File: config.mk
export PLATFORM = sky130hd
export DESIGN_NAME = sort_engine_flat
export DESIGN_NICKNAME = d
export VERILOG_FILES = /design/src/rtl/sort_pkg.sv /design/src/rtl/sort_if.sv /design/src/rtl/sort_cas.sv /design/src/rtl/sort_engine.sv /design/src/flat_wrapper.sv
export SDC_FILE = /design/constraint.sdc
export NUM_CORES = 1
export LEC_CHECK = 0
export ABC_AREA = 1
export CAP_MARGIN = 20
export CORE_MARGIN = 3
export CORE_UTILIZATION = 55
export DETAILED_ROUTE_END_ITERATION = 10
export HOLD_SLACK_MARGIN = 0.15
export PLACE_DENSITY = 0.7
export SLEW_MARGIN = 20
export SYNTH_ARGS = -nofsm -noshare
export SYNTH_HDL_FRONTEND = slang
export SYNTH_SLANG_ARGS = --single-unit
File: constraint.sdc
create_clock -name src_clock -period 4 [get_ports src_clock]
set_input_delay 1.2 -clock src_clock [delete_from_list [all_inputs] [get_ports src_clock]]
set_output_delay 1.2 -clock src_clock [all_outputs]
set_load 0.05 [all_outputs]
File: src/rtl/sort_pkg.sv
// Shared definitions for the packet sort engine: default sizes, FSM
// state encoding and the width helper used for length/index counters.
package sort_pkg;

  localparam int DEF_DATA_WIDTH = 8;
  localparam int DEF_MAX_LENGTH = 16;

  typedef enum logic [1:0] {
    ST_IDLE = 2'd0,
    ST_LOAD = 2'd1,
    ST_SORT = 2'd2,
    ST_OUT  = 2'd3
  } state_t;

  // Number of bits needed to hold the value itself (not value-1), so a
  // length counter can reach MAX_LENGTH. Never returns less than 1.
  function automatic int clogb2(input int value);
    int w;
    w = 1;
    for (int i = 0; i < 31; i++) begin
      if ((value >> i) != 0) w = i + 1;
    end
    return w;
  endfunction

endpackage

File: src/rtl/sort_if.sv
// Streaming bus of the sort engine: sink (input packet) side, source
// (sorted output) side, overflow pulse and a debug view of the FSM state.
//
// Handshake: a beat transfers on a rising edge where valid=1 and ready=1.
// The producer holds valid and its payload (sop/eop/data) unchanged until
// that transfer; ready may change freely and never depends on a transfer
// in the same cycle completing.
interface sort_if #(
  parameter int DATA_WIDTH = sort_pkg::DEF_DATA_WIDTH
) ();
  import sort_pkg::*;

  logic                  snk_valid;
  logic                  snk_sop;
  logic                  snk_eop;
  logic [DATA_WIDTH-1:0] snk_data;
  logic                  snk_ready;

  logic                  src_valid;
  logic                  src_sop;
  logic                  src_eop;
  logic [DATA_WIDTH-1:0] src_data;
  logic                  src_ready;

  logic                  err_overflow;
  state_t                dbg_state;

  // Engine side
  modport slave (
    input  snk_valid, snk_sop, snk_eop, snk_data, src_ready,
    output snk_ready, src_valid, src_sop, src_eop, src_data,
    output err_overflow, dbg_state
  );

  // Environment side (packet producer and sorted-data consumer)
  modport master (
    output snk_valid, snk_sop, snk_eop, snk_data, src_ready,
    input  snk_ready, src_valid, src_sop, src_eop, src_data,
    input  err_overflow, dbg_state
  );

endinterface

File: src/rtl/sort_cas.sv
// Combinational compare-exchange cell: routes the smaller value to o_lo
// and the larger to o_hi when enabled. Equal values are left in place.
module sort_cas #(
  parameter int DATA_WIDTH = 8
) (
  input  logic                  i_en,
  input  logic [DATA_WIDTH-1:0] i_a,
  input  logic [DATA_WIDTH-1:0] i_b,
  output logic [DATA_WIDTH-1:0] o_lo,
  output logic [DATA_WIDTH-1:0] o_hi
);

  logic w_swap;

  // Swap only on strict greater-than so equal samples keep their order
  always_comb begin
    w_swap = i_en && (i_a > i_b);
    o_lo   = w_swap ? i_b : i_a;
    o_hi   = w_swap ? i_a : i_b;
  end

endmodule

File: src/rtl/sort_engine.sv
// Packet sort engine: loads one packet into a register buffer, sorts it
// ascending with an odd-even transposition network (one pass per cycle),
// then streams it out with registered source outputs.
module sort_engine
  import sort_pkg::*;
#(
  parameter int DATA_WIDTH = DEF_DATA_WIDTH,
  parameter int MAX_LENGTH = DEF_MAX_LENGTH
) (
  input  logic src_clock,
  input  logic src_reset_n,
  sort_if.slave bus
);

  localparam int LEN_WIDTH = clogb2(MAX_LENGTH);
  localparam logic [LEN_WIDTH-1:0] L_ONE = LEN_WIDTH'(1);
  localparam logic [LEN_WIDTH-1:0] L_MAX = LEN_WIDTH'(MAX_LENGTH);

  logic [DATA_WIDTH-1:0] r_buf  [MAX_LENGTH];
  logic [DATA_WIDTH-1:0] w_next [MAX_LENGTH];
  logic [DATA_WIDTH-1:0] w_lo   [MAX_LENGTH-1];
  logic [DATA_WIDTH-1:0] w_hi   [MAX_LENGTH-1];

  state_t                r_state, w_state_nxt;
  logic [LEN_WIDTH-1:0]  r_len, r_pass, r_out_idx, w_wr_idx;
  logic                  r_live, r_ovf_seen, r_err;
  logic                  r_src_valid, r_src_sop, r_src_eop;
  logic [DATA_WIDTH-1:0] r_src_data, w_out_data_nxt;
  logic                  w_snk_ready, w_snk_fire, w_src_fire;
  logic                  w_start, w_store, w_discard, w_sort_done, w_last_out;

  // r_live keeps snk_ready low while reset is held and for no longer
  assign w_snk_ready = r_live && (r_state == ST_IDLE || r_state == ST_LOAD);
  assign w_snk_fire  = bus.snk_valid && w_snk_ready;
  assign w_src_fire  = r_src_valid && bus.src_ready;
  assign w_start     = w_snk_fire && bus.snk_sop;
  assign w_store     = w_snk_fire && (w_start || (r_state == ST_LOAD && r_len < L_MAX));
  assign w_discard   = w_snk_fire && !bus.snk_sop && r_state == ST_LOAD && r_len == L_MAX;
  assign w_wr_idx    = w_start ? '0 : r_len;
  assign w_sort_done = (r_state == ST_SORT) && (r_pass == r_len - L_ONE);
  assign w_last_out  = (r_state == ST_OUT) && w_src_fire && (r_out_idx == r_len - L_ONE);

  assign bus.snk_ready    = w_snk_ready;
  assign bus.src_valid    = r_src_valid;
  assign bus.src_sop      = r_src_sop;
  assign bus.src_eop      = r_src_eop;
  assign bus.src_data     = r_src_data;
  assign bus.err_overflow = r_err;
  assign bus.dbg_state    = r_state;

  // Compare-exchange cells: pair (i,i+1) is active when i matches the pass
  // parity and both elements lie inside the packet
  for (genvar i = 0; i < MAX_LENGTH - 1; i++) begin : g_cas
    localparam logic PAR = 1'(i % 2);
    logic w_en;
    assign w_en = (PAR == r_pass[0]) && (LEN_WIDTH'(i + 1) < r_len);
    sort_cas #(.DATA_WIDTH(DATA_WIDTH)) u_cas (
      .i_en (w_en),
      .i_a  (r_buf[i]),
      .i_b  (r_buf[i+1]),
      .o_lo (w_lo[i]),
      .o_hi (w_hi[i])
    );
  end

  // Element j is the low side of pair j when its parity matches the pass,
  // otherwise the high side of pair j-1; edge elements may be unpaired
  for (genvar j = 0; j < MAX_LENGTH; j++) begin : g_next
    localparam logic PAR = 1'(j % 2);
    if (j == 0) begin : g_first
      assign w_next[j] = (PAR == r_pass[0]) ? w_lo[j] : r_buf[j];
    end else if (j == MAX_LENGTH - 1) begin : g_last
      assign w_next[j] = (PAR == r_pass[0]) ? r_buf[j] : w_hi[j-1];
    end else begin : g_mid
      assign w_next[j] = (PAR == r_pass[0]) ? w_lo[j] : w_hi[j-1];
    end
  end

  // Sample that follows the one currently presented on the source side
  always_comb begin
    w_out_data_nxt = '0;
    for (int j = 0; j < MAX_LENGTH; j++) begin
      if (r_out_idx + L_ONE == LEN_WIDTH'(j)) w_out_data_nxt = r_buf[j];
    end
  end

  // FSM state register
  always_ff @(posedge src_clock or negedge src_reset_n) begin
    if (!src_reset_n) r_state <= ST_IDLE;
    else              r_state <= w_state_nxt;
  end

  // FSM next-state logic
  always_comb begin
    w_state_nxt = r_state;
    case (r_state)
      ST_IDLE: if (w_start) w_state_nxt = bus.snk_eop ? ST_SORT : ST_LOAD;
      ST_LOAD: if (w_snk_fire && bus.snk_eop) w_state_nxt = ST_SORT;
      ST_SORT: if (w_sort_done) w_state_nxt = ST_OUT;
      ST_OUT:  if (w_last_out) w_state_nxt = ST_IDLE;
      default: w_state_nxt = ST_IDLE;
    endcase
  end

  // Sample buffer: written beat by beat while loading, in parallel while sorting
  always_ff @(posedge src_clock) begin
    if (r_state == ST_SORT) begin
      for (int j = 0; j < MAX_LENGTH; j++) r_buf[j] <= w_next[j];
    end else if (w_store) begin
      for (int j = 0; j < MAX_LENGTH; j++) begin
        if (w_wr_idx == LEN_WIDTH'(j)) r_buf[j] <= bus.snk_data;
      end
    end
  end

  // Length/pass/output counters, overflow pulse and registered source beat
  always_ff @(posedge src_clock or negedge src_reset_n) begin
    if (!src_reset_n) begin
      r_live      <= 1'b0;
      r_len       <= '0;
      r_pass      <= '0;
      r_out_idx   <= '0;
      r_ovf_seen  <= 1'b0;
      r_err       <= 1'b0;
      r_src_valid <= 1'b0;
      r_src_sop   <= 1'b0;
      r_src_eop   <= 1'b0;
      r_src_data  <= '0;
    end else begin
      r_live <= 1'b1;
      r_err  <= w_discard && !r_ovf_seen;
      if (w_start)        r_ovf_seen <= 1'b0;
      else if (w_discard) r_ovf_seen <= 1'b1;
      case (r_state)
        ST_IDLE, ST_LOAD: begin
          r_pass <= '0;
          if (w_start)      r_len <= L_ONE;
          else if (w_store) r_len <= r_len + L_ONE;
        end
        ST_SORT: begin
          r_pass <= r_pass + L_ONE;
          if (w_sort_done) begin
            r_src_valid <= 1'b1;
            r_src_sop   <= 1'b1;
            r_src_eop   <= (r_len == L_ONE);
            r_src_data  <= w_next[0];
            r_out_idx   <= '0;
          end
        end
        ST_OUT: begin
          if (w_last_out) begin
            r_src_valid <= 1'b0;
            r_src_sop   <= 1'b0;
            r_src_eop   <= 1'b0;
            r_src_data  <= '0;
            r_len       <= '0;
          end else if (w_src_fire) begin
            r_out_idx   <= r_out_idx + L_ONE;
            r_src_sop   <= 1'b0;
            r_src_eop   <= (r_out_idx + L_ONE == r_len - L_ONE);
            r_src_data  <= w_out_data_nxt;
          end
        end
        default: ;
      endcase
    end
  end

endmodule

File: src/flat_wrapper.sv
// flat-port wrapper written by rule: the top's interface ports become plain ports
module sort_engine_flat import sort_pkg::*;
#(
  parameter int DATA_WIDTH = DEF_DATA_WIDTH,
  parameter int MAX_LENGTH = DEF_MAX_LENGTH
)
  (src_clock, src_reset_n, bus_snk_valid, bus_snk_sop, bus_snk_eop, bus_snk_data, bus_src_ready, bus_snk_ready, bus_src_valid, bus_src_sop, bus_src_eop, bus_src_data, bus_err_overflow, bus_dbg_state);
  sort_if #(.DATA_WIDTH(DATA_WIDTH)) bus_i ();
  input  logic src_clock;
  input  logic src_reset_n;
  input wire logic [$bits(bus_i.snk_valid)-1:0] bus_snk_valid;
  input wire logic [$bits(bus_i.snk_sop)-1:0] bus_snk_sop;
  input wire logic [$bits(bus_i.snk_eop)-1:0] bus_snk_eop;
  input wire logic [$bits(bus_i.snk_data)-1:0] bus_snk_data;
  input wire logic [$bits(bus_i.src_ready)-1:0] bus_src_ready;
  output wire logic [$bits(bus_i.snk_ready)-1:0] bus_snk_ready;
  output wire logic [$bits(bus_i.src_valid)-1:0] bus_src_valid;
  output wire logic [$bits(bus_i.src_sop)-1:0] bus_src_sop;
  output wire logic [$bits(bus_i.src_eop)-1:0] bus_src_eop;
  output wire logic [$bits(bus_i.src_data)-1:0] bus_src_data;
  output wire logic [$bits(bus_i.err_overflow)-1:0] bus_err_overflow;
  output wire logic [$bits(bus_i.dbg_state)-1:0] bus_dbg_state;
  assign bus_i.snk_valid = bus_snk_valid;
  assign bus_i.snk_sop = bus_snk_sop;
  assign bus_i.snk_eop = bus_snk_eop;
  assign bus_i.snk_data = bus_snk_data;
  assign bus_i.src_ready = bus_src_ready;
  assign bus_snk_ready = bus_i.snk_ready;
  assign bus_src_valid = bus_i.src_valid;
  assign bus_src_sop = bus_i.src_sop;
  assign bus_src_eop = bus_i.src_eop;
  assign bus_src_data = bus_i.src_data;
  assign bus_err_overflow = bus_i.err_overflow;
  assign bus_dbg_state = bus_i.dbg_state;
  sort_engine #(.DATA_WIDTH(DATA_WIDTH), .MAX_LENGTH(MAX_LENGTH)) u_core (.src_clock(src_clock), .src_reset_n(src_reset_n), .bus(bus_i));
endmodule
==> results.json <==
{
  "cp.required_ps": 2800,
  "gp_congestion": 0.934,
  "reg2reg_to": "u_core.bus.src_data[3]$_DFFE_PN0P_",
  "cts.sinks": 159,
  "worstSetupPathType": "reg2out",
  "hold_path_class": "reg2reg",
  "register_area_um2": 4620,
  "pin_count": 29,
  "grt_pass1_wl_um": 62900,
  "initial_utilization": 0.570,
  "post_dp_cell_area_um2": 13300,
  "io_buffers": 28,
  "layout_common_cells": "371 x nand2_1, 224 x inv_1, 158 x o21ai_0",
  "dieArea_um2": 25000,
  "setup_tns_ps": 0,
  "via_count": 12037,
  "holdBufCountCts": 0,
  "synth_area_um2": 12700,
  "area_delta_synth_final_pct": 9.89,
  "drive_gt1_frac": 0.0722,
  "period_needed_ps": 3590,
  "final_common_cell": "nand2_1",
  "fmax_mhz": 279,
  "hpwl_um": 30200,
  "gr-total-overflow": 0,
  "antenna_found_initial": 0,
  "ys_seq_area_frac": 0.363,
  "die_width_um": 158,
  "wl_per_cell_um": 20.7,
  "h-tree-depth": 4,
  "rsz0062_at_grt": "no",
  "clk_latency_ps": 450,
  "syn_nets": 1789,
  "diodes": 0,
  "rows": 54,
  "core_area_um2": 22300,
  "r2r_setup_slack_ps": 530,
  "critPathMaxFanout": 5,
  "post_cts_resized": 0,
  "r2r_cells": 21,
  "yosysWarningCount": 0,
  "ys_types": 52,
  "endpoint_kind": "primary output",
  "grt_pass1_vias": 11326,
  "hold_violations": 0,
  "skew_ps": 12.7,
  "maxCapViolations": 0,
  "viasPerCell": 6.15,
  "cts_tree": "yes",
  "grt_max_degree": 112,
  "grt_usage": 0.328,
  "setup_viol": 0,
  "hold_start": "u_core.r_ovf_seen$_DFFE_PN0P_",
  "cts.clk_slew.worst_paths_ps": 70,
  "power_leakage_uw": 0.00629,
  "nets": 1812,
  "critPathArrivalTime_ps": 2390,
  "synth_seq_cells": 159,
  "cts_buffer_depth": 2,
  "numCtsBuffers": 17,
  "start_kind": "flop",
  "multi_input_area_um2": 6920,
  "cts_setup_buffers": 0,
  "fin_crit_sh": 0.896,
  "ant_nets": 0,
  "powerDensity_nw_per_um2": 828,
  "drt_iter0_markers": 1454,
  "drv_slew": 0,
  "synth_edf_count": 128,
  "fill_cells": 2005,
  "final_util": 0.626,
  "vdd_drop_max_mv": 0.373,
  "holdPathEnd": "u_core.bus.err_overflow$_DFF_PN0_",
  "worstHoldPathCells": 1,
  "post-route-cell-area_um2": 14000,
  "fp.dieH_um": 158,
  "ys_async_sr_fraction": 0.195,
  "ys.flop_type": "edfxtp_1",
  "wirelength_um": 40500,
  "remaining_drc_errors": 0,
  "synth_cells": 1641,
  "relSlewSlack": 0.330,
  "cts-root-buf": "clkbuf_16",
  "drt_first_pass_iters": 6,
  "outcome": "completed",
  "reg2reg_from": "u_core.r_out_idx[0]$_DFFE_PN0P_",
  "synth.avg_cell_area_um2": 7.75,
  "worstMarginPinSlew_ps": 1000
}
-- worst max-delay path, stage by stage (launching register included) --
cell and delay, ps:
dfrtp_1 450, inv_1 130, ha_1 310, nor2_2 100, nor2_4 130, clkdlybuf4s50_1 810
-- synth_stat cells (all sizes together), types with 2 or more instances --
library cell,count,area [µm²]
nor2,118,537
xor2,2,17.5
o211ai,29,218
nand2,383,1470
ha,134,1680
o221ai,33,295
clkbuf,39,146
nand3,65,335
o31ai,4,30.0
nand4,14,93.8
o41ai,2,25.0
o21a,5,37.5
nor3,9,55.1
dfrtp,31,776
nor4,5,46.3
o22ai,7,43.8
inv,238,896
clkinv,2,7.51
o311ai,4,35.0
edfxtp,128,3840
a21oi,152,761
buf,18,123
nor3b,2,15.0
a31oi,3,18.8
a221oi,7,78.8
o21bai,3,22.5
o21ai,183,923
o2111ai,2,17.5
a211oi,15,113
-- worst max-delay path by stage --
stage | cells after the start | slack [ps] | to | from
floorplan | 12 | 560 | u_core.r_buf[0][112]$_DFFE_PP_ | u_core.bus.dbg_state[0]$_DFFE_PN0P_
global placement | 10 | 430 | u_core.r_buf[0][115]$_DFFE_PP_ | bus_snk_valid
global route | 21 | 210 | u_core.bus.src_data[2]$_DFFE_PN0P_ | u_core.r_out_idx[0]$_DFFE_PN0P_
CTS | 5 | 410 | bus_snk_ready | u_core.bus.dbg_state[0]$_DFFE_PN0P_
detailed placement | 11 | 370 | u_core.r_buf[0][73]$_DFFE_PP_ | bus_snk_valid
finish | 5 | 410 | bus_snk_ready | u_core.bus.dbg_state[0]$_DFFE_PN0P_
-- report_power, final --
group	switching (µW)	total [µW]	internal (µW)	leakage, µW
Combinational	4290	6340	2060	0.00441
Clock	785	1850	1070	0.000311
Sequential	645	3370	2720	0.00157
Total	5720	11600	5850	0.00629
-- sequential cells by signal (all words and copies together) (netlist names) --
register	count
u_core.r_pass	5
u_core.r_live	1
u_core.r_buf	128
u_core.r_out_idx	5
u_core.bus.src_sop	1
u_core.r_ovf_seen	1
u_core.bus.src_valid	1
u_core.bus.err_overflow	1
u_core.r_len	5
u_core.bus.dbg_state	2
u_core.bus.src_eop	1
u_core.bus.src_data	8
-- cell families after synthesis --
family	Yosys count	share of synthesized area
buf+inv	297	0.0922
xor+xnor	2	0.00138
flops	159	0.363
fa+ha+maj	134	0.132
compound gates	452	0.210
other cells	1	0.000295
simple gates	596	0.201
-- routing by layer --
metal,vias up,part of all wire,GRT usage
met5,-,0,0
met4,0,0.033,0.120
met3,100,0.090,0.0478
met2,576,0.46,0.517
met1,5653,0.42,0.463
li1,5708,-,-
-- stage by stage --
step / setup slack [ps] / instances / hold WS, ps / total power (µW)
global route: 214 / 1957 / 452 / 12400
detailed placement: 372 / 1925 / 431 / 9560
floorplan: 557 / 1641 / 403 / 7550
global placement: 428 / 1925 / 434 / 9390
finish: 415 / 1957 / 437 / 11600
CTS: 409 / 1957 / 436 / 11400
-- area by class of cell --
cell class / count / share of cell area
Timing Repair Buffer: 61 / 0.0378
Sequential cell: 159 / 0.331
Clock buffer: 17 / 0.0305
Inverter: 240 / 0.0647
Tap cell: 280 / 0.0251
Clock inverter: 15 / 0.0157
Multi-Input combinational cell: 1185 / 0.495
No activity file was read; power rests on OpenSTA's default activity.
